===== src/rtl/wash_cycle_sensors.sv =====
// Sensor/timer front-end for the washer controller: level debounce, shake/turn timers,
// fill watchdog and mode-conflict detection. Define WASH_DOOR_PAUSE_EN to add door_open pause.
module wash_cycle_sensors #(
    parameter int DEBOUNCE_CYCLES = 4,
    parameter int SHAKE_CYCLES    = 16,
    parameter int TURN_CYCLES     = 8,
    parameter int FILL_TIMEOUT    = 64,
    parameter int CNT_W           = 8
) (
    input  logic clock,
    input  logic reset,
`ifdef WASH_DOOR_PAUSE_EN
    input  logic door_open,
`endif
    input  logic level_raw,
    input  logic valve,
    input  logic shake_mode,
    input  logic turn_mode,
    output logic full,
    output logic Time,
    output logic dry,
    output logic fill_fault,
    output logic mode_fault
);
    localparam logic [CNT_W-1:0] DB_LAST = CNT_W'(DEBOUNCE_CYCLES - 1);
    localparam logic [CNT_W-1:0] SH_MAX  = CNT_W'(SHAKE_CYCLES);
    localparam logic [CNT_W-1:0] TR_MAX  = CNT_W'(TURN_CYCLES);
    localparam logic [CNT_W-1:0] FL_MAX  = CNT_W'(FILL_TIMEOUT);

    logic             sync1_q, level_s_q;
    logic [CNT_W-1:0] db_cnt_q, db_cnt_d;
    logic [CNT_W-1:0] sh_cnt_q, sh_cnt_d, sh_inc;
    logic [CNT_W-1:0] tr_cnt_q, tr_cnt_d, tr_inc;
    logic [CNT_W-1:0] fl_cnt_q, fl_cnt_d, fl_inc;
    logic             full_q, full_d;
    logic             time_q, time_d;
    logic             dry_q, dry_d;
    logic             fill_fault_q, fill_fault_d;
    logic             mode_fault_q, mode_fault_d;
    logic             mode_err, pause;

`ifdef WASH_DOOR_PAUSE_EN
    assign pause = door_open;
`else
    assign pause = 1'b0;
`endif

    assign mode_err = (valve & shake_mode) | (valve & turn_mode) | (shake_mode & turn_mode);
    assign sh_inc   = sh_cnt_q + 1'b1;
    assign tr_inc   = tr_cnt_q + 1'b1;
    assign fl_inc   = fl_cnt_q + 1'b1;

    always_comb begin
        db_cnt_d     = '0;
        full_d       = full_q;
        sh_cnt_d     = sh_cnt_q;
        time_d       = time_q;
        tr_cnt_d     = tr_cnt_q;
        dry_d        = dry_q;
        fl_cnt_d     = fl_cnt_q;
        fill_fault_d = fill_fault_q;
        mode_fault_d = mode_fault_q | mode_err;

        if (level_s_q != full_q) begin
            if (db_cnt_q == DB_LAST) full_d = ~full_q;
            else                     db_cnt_d = db_cnt_q + 1'b1;
        end

        // A paused door freezes every timer, including its clear path.
        if (!pause) begin
            if (mode_err || !shake_mode) begin
                sh_cnt_d = '0;
                time_d   = 1'b0;
            end else if (sh_cnt_q != SH_MAX) begin
                sh_cnt_d = sh_inc;
                time_d   = (sh_inc == SH_MAX);
            end

            if (mode_err || !turn_mode) begin
                tr_cnt_d = '0;
                dry_d    = 1'b0;
            end else if (tr_cnt_q != TR_MAX) begin
                tr_cnt_d = tr_inc;
                dry_d    = (tr_inc == TR_MAX);
            end

            // Watchdog looks at pre-edge full, so a same-edge fill still faults.
            if (mode_err || !valve || full_q) begin
                fl_cnt_d = '0;
            end else if (fl_cnt_q != FL_MAX) begin
                fl_cnt_d     = fl_inc;
                fill_fault_d = fill_fault_q | (fl_inc == FL_MAX);
            end
        end
    end

    always_ff @(posedge clock or posedge reset) begin
        if (reset) begin
            sync1_q      <= 1'b0;
            level_s_q    <= 1'b0;
            db_cnt_q     <= '0;
            full_q       <= 1'b0;
            sh_cnt_q     <= '0;
            time_q       <= 1'b0;
            tr_cnt_q     <= '0;
            dry_q        <= 1'b0;
            fl_cnt_q     <= '0;
            fill_fault_q <= 1'b0;
            mode_fault_q <= 1'b0;
        end else begin
            sync1_q      <= level_raw;
            level_s_q    <= sync1_q;
            db_cnt_q     <= db_cnt_d;
            full_q       <= full_d;
            sh_cnt_q     <= sh_cnt_d;
            time_q       <= time_d;
            tr_cnt_q     <= tr_cnt_d;
            dry_q        <= dry_d;
            fl_cnt_q     <= fl_cnt_d;
            fill_fault_q <= fill_fault_d;
            mode_fault_q <= mode_fault_d;
        end
    end

    assign full       = full_q;
    assign Time       = time_q;
    assign dry        = dry_q;
    assign fill_fault = fill_fault_q;
    assign mode_fault = mode_fault_q;
endmodule

===== config.mk =====
export PLATFORM = sky130hd
export DESIGN_NAME = wash_cycle_sensors
export DESIGN_NICKNAME = d
export VERILOG_FILES = /design/src/rtl/wash_cycle_sensors.sv
export SDC_FILE = /design/constraint.sdc
export NUM_CORES = 1
export LEC_CHECK = 0
export ABC_CLOCK_PERIOD_IN_PS = 5000
export BUFFER_PORTS_ARGS = -buffer_cell sky130_fd_sc_hd__buf_2
export CAP_MARGIN = 0
export CORE_MARGIN = 3
export CORE_UTILIZATION = 50
export CTS_CLUSTER_SIZE = 40
export DETAILED_ROUTE_END_ITERATION = 7
export PLACE_DENSITY = 0.7
export SYNTH_ARGS = -nofsm -noshare
export SYNTH_HDL_FRONTEND = slang
export SYNTH_SLANG_ARGS = --single-unit

===== constraint.sdc =====
create_clock -name clock -period 5 [get_ports clock]
set_clock_uncertainty 0.05 [all_clocks]
set_input_delay 0.25 -clock clock [delete_from_list [all_inputs] [get_ports clock]]
set_output_delay 0.25 -clock clock [all_outputs]
set_load 0.05 [all_outputs]

Yosys cells after proc, flatten, opt, wreduce, memory -nomap -nowiden

Cells that the tools add are included.
Widths: inputs -> output; s select.

Register bits: 39
Input bits: 6
Output and inout port bits: 5
Word-level logic and storage cells: 56

Add/subtract/negate cells: 4
Equality and inequality tests: 8
Mux-type cells: 12
Bitwise operators: 9
Reductions and logical operators: 12

Operator list:

| operator            | count |
|---|---|
| $mux 8              | 8 |
| $add 8x1->8 const B | 4 |
| $eq 8x2->1 const B  | 1 |
| $eq 8x4->1 const B  | 1 |
| $eq 8x5->1 const B  | 1 |
| $eq 8x7->1 const B  | 1 |
| $ne 8x4->1 const B  | 1 |
| $ne 8x5->1 const B  | 1 |
| $ne 8x7->1 const B  | 1 |
| $reduce_bool 2->1   | 3 |
| $logic_or 1x1->1    | 4 |
| $mux 1              | 4 |
| $or 1x1->1          | 4 |
| $reduce_and 2->1    | 2 |
| $and 1x1->1         | 3 |
| $logic_not 1->1     | 3 |
| $not 1->1           | 2 |
| $ne 1x1->1          | 1 |

Longest topological paths before layout

Word-level depth: 7
Depth in mapped cells: 6
Mapped depth without buffers: 6

Least setup slack after synthesis

Ideal clock, no wire load.

Kind: reg2reg
Start point: register db_cnt_q[0]
End point: register full_q, in the netlist full
Setup time: 0.125 ns
Arrival: 1.745 ns
Required time: 4.825 ns
Setup slack: 3.080 ns
Stages on the path, launching flop included: 5
Buffers on the path: 0
Clock period less this slack: 1.920 ns
Path through: dfrtp_1 ha_1 or4b_1 or4_4 mux2_4

Longest elaborated chain between the ends: 2

RTL lines:

| element                    | RTL line | source |
|---|---|---|
| from (decl)                | 31       | `logic [CNT_W-1:0] db_cnt_q, db_cnt_d;` |
| from (signal assigned)     | 113      | `db_cnt_q <= db_cnt_d;` |
| $eq 8x2->1                 | 65       | `if (db_cnt_q == DB_LAST) full_d = ~full_q;` |
| $reduce_and 2->1 (no line) | -        |  |
| to (signal assigned)       | 114      | `full_q <= full_d;` |
| to (decl)                  | 35       | `logic full_q, full_d;` |

No other way between the ends.
A chain may end at the register's enable or synchronous reset.

Worst setup path in the final report

Start point: register full_q, in the netlist full
End point: register fill_fault_q, in the netlist fill_fault

Longest elaborated chain between the ends: 3

RTL lines:

| element                    | RTL line | source |
|---|---|---|
| $logic_or 1x1->1           | 88       | `if (mode_err \|\| !valve \|\| full_q) begin` |
| $not 1->1 (no line)        | -        |  |
| $reduce_and 2->1 (no line) | -        |  |
| to (signal assigned)       | 120      | `fill_fault_q <= fill_fault_d;` |
| to (decl)                  | 38       | `logic fill_fault_q, fill_fault_d;` |

No other way between the ends.

==> flow_metrics.py <==
metrics = {
    "sta": {
        "holdWs_ns": -0.00291,
        "slew_headroom_pct": 60.3,
        "worstMarginPinSlew_ns": 0.587,
        "hold_viol": 1,
        "finalCritPeriodShare_pct": 40.4,
        "finalWorstPathRequiredPeriod_ns": 2.02,
        "setup_viol": 0,
        "grt_setup_unrepaired": "no",
        "clock.fmax_mhz": 495,
        "fin_setup_tns_ns": 0,
        "slew_violations": 0,
        "fin_ws_ns": 2.98,
    },
    "drt": {
        "avgViaCountPerCell": 5.41,
        "routed_wl_mm": 3.61,
        "wl_per_cell_um": 13.2,
        "drt_iter0_markers": 114,
        "vias": 1478,
        "drc": 0,
        "antenna_left": 0,
        "dr.pass1.iters": 4,
    },
    "layout": {
        "fillers": 335,
        "regArea_sq_um": 976,
        "drive_gt1_share_pct": 11.6,
        "multiInputGateArea_sq_um": 1030,
        "nets": 239,
        "area_growth_pct": 9.78,
        "diodes": 0,
        "design_area_sq_um": 2260,
    },
    "clocking": {
        "clock_sinks": 39,
        "cts_resized": 0,
        "cts_tree": "yes",
        "cts_buffer_depth": 2,
        "clk_latency_ns": 0.30,
        "root_buffer": "clkbuf_8",
        "h-tree-depth": 2,
        "hold_buffers": 1,
        "cts_setup_buffers": 0,
        "numCtsBuffers": 5,
        "cts.clk_slew.worst_paths_ns": 0.09,
    },
    "yosys": {
        "synth_area_leaders": "dfrtp_1 47%, xor2_1 6.8%, nor2_1 6.6%",
        "syn_area_sq_um": 2060,
        "synth.avg_cell_area_sq_um": 9.85,
        "synth-seq-cells": 39,
        "synth-main-ff-cell": "dfrtp_1",
        "yosysTopAreaCell": "dfrtp_1",
        "synth_fp_nets": 224,
        "synth_cell_types": 40,
        "synth_warnings": 0,
        "ys_async_sr_fraction_pct": 100,
        "yosysSeqAreaShare_pct": 47.4,
        "syn-instance-count": 209,
        "synth_top_area_share_pct": 47.4,
        "synth_edf_count": 0,
    },
    "setup_path": {
        "startpoint_type": "flip-flop",
        "cp_top_family": "compound AO/OA/AOI/OAI gates",
        "path_depth": 4,
        "reg2reg_depth": 4,
        "critPathCaptureType": "flip-flop",
        "path_buf_inv": 0,
        "crit_required_ns": 5.18,
        "rrSetupSlack_ns": 2.98,
        "cpPeakStageDelay_ns": 0.58,
        "cp_cell_sequence": "nor4b_1, nand2_1, a2111oi_0, o32a_1",
        "critPathSlowestCell": "nor4b_1",
        "reg2reg_from": "full",
        "critPathKind": "reg2reg",
        "worstReg2RegEnd": "fill_fault",
        "crit_fanout": 5,
        "cp_data_arrival_time_ns": 2.21,
    },
    "power_and_ir_drop": {
        "p_leak_nw": 1.04,
        "ir_drop_mv": 0.187,
        "finalPower_mw": 0.653,
        "power_density_nw_per_um2": 289,
    },
    "status": {
        "violations": "hold timing",
        "run_status": "finished with violations",
    },
    "placement": {
        "post-place-ws_ns": 3.01,
        "port_buffers": 10,
        "place_congestion": 0.861,
        "dp_hpwl_mm": 2.49,
        "postPlaceCellArea_sq_um": 2160,
    },
    "grt": {
        "grt.total_usage_pct": 17.1,
        "grt_pass1_wl_mm": 6.71,
        "overflow": 0,
        "grt_pass1_vias": 1506,
        "grt_max_degree": 40,
        "antenna_found_initial": 0,
    },
    "run": {
        "cap_violations": 0,
    },
    "floorplan": {
        "num_io_pins": 11,
        "fp.dieH_um": 70.2,
        "rows": 22,
        "initial_core_util_pct": 53.8,
        "die_area_sq_um": 4930,
        "die_w_um": 70.2,
        "fp.coreArea_sq_um": 3830,
    },
    "min_path": {
        "hold_class": "in2async",
    },
}
==> through the flow <==
stage	instances	util [%]
floorplan	209	-
global placement	264	56.5
detailed placement	264	56.5
CTS	273	59.1
global route	273	59.1
finish	273	59.1
==> power by group <==
group | switching, mW | internal [mW]
combinational | 0.0535 | 0.0339
sequential | 0.0208 | 0.331
clock | 0.118 | 0.0971
total | 0.192 | 0.462
==> routing by layer <==
metal / wire length [um] / global-route usage, % / share of wire (%)
met1: 1770 / 22.7 / 49
met2: 1640 / 26.0 / 45
met3: 136 / 5.18 / 3.8
met4: 62 / 6.60 / 1.7
met5: 0 / 0 / 0
==> worst reg2reg max path: cells and delay by family, from the launching register on <==
family           cells  cell delay (ns)
AO/OA/AOI/OAI        2             0.77
AND/OR/NAND/NOR      2             0.70
flip-flops           1             0.44
==> layout by cell type (no fill, tap or decap), types with 3 or more instances in the layout <==
| master | instances |
|---|---|
| dfrtp_1 | 39 |
| nor2_1 | 36 |
| nand3_1 | 17 |
| xor2_1 | 16 |
| nand2_1 | 13 |
| xnor2_1 | 12 |
| buf_2 | 10 |
| inv_1 | 9 |
| ha_1 | 9 |
| nor3_1 | 7 |
| and3_1 | 5 |
| clkbuf_8 | 5 |
| nand4_1 | 4 |
| mux2i_1 | 3 |
==> sequential cells by signal, indices dropped and copies added, names as in the netlist <==
name,cells
Time,1
db_cnt_q,8
dry,1
fill_fault,1
fl_cnt_q,8
full,1
level_s_q,1
mode_fault,1
sh_cnt_q,8
sync1_q,1
tr_cnt_q,8
==> layout make-up <==
type / instances / share of cell area, %
multi-input combinational: 157 / 45.8
sequential: 39 / 43.2
clock buffer: 5 / 3.04
timing repair buffer: 12 / 2.99
tap: 48 / 2.66
inverter: 9 / 1.49
clock inverter: 3 / 0.885
==> cell usage after synthesis (2+ instances only) <==
cell	count
dfrtp_1	39
nor2_1	36
nand3_1	17
xor2_1	16
nand2_1	13
xnor2_1	12
ha_1	9
inv_1	9
nor3_1	7
and3_1	5
clkbuf_1	4
nand4_1	4
mux2i_1	3
a211oi_1	2
a21o_1	2
a21oi_1	2
and3_2	2
and4_1	2
nor2b_1	2
o211ai_1	2
or3b_2	2
==> worst max-delay path by stage <==
stage,slack (ns),endpoint,startpoint
6_report,2.98,fill_fault,full
5_1_grt,2.80,db_cnt_q[6],db_cnt_q[0]
4_1_cts,2.97,db_cnt_q[6],db_cnt_q[0]
3_5_place_dp,3.01,db_cnt_q[6],db_cnt_q[0]
3_3_place_gp,3.05,full,db_cnt_q[0]
2_1_floorplan,3.08,full,db_cnt_q[0]
==> cells by family after synthesis <==
group / after synthesis / share of synthesized area [%]
fa+ha+maj: 9 / 5.47
mux: 4 / 2.19
flops: 39 / 47.4
simple gates: 99 / 24.3
buf+inv: 13 / 2.37
compound gates: 17 / 6.38
xor+xnor: 28 / 11.9
Note: power is estimated with default switching activity, not from simulation.
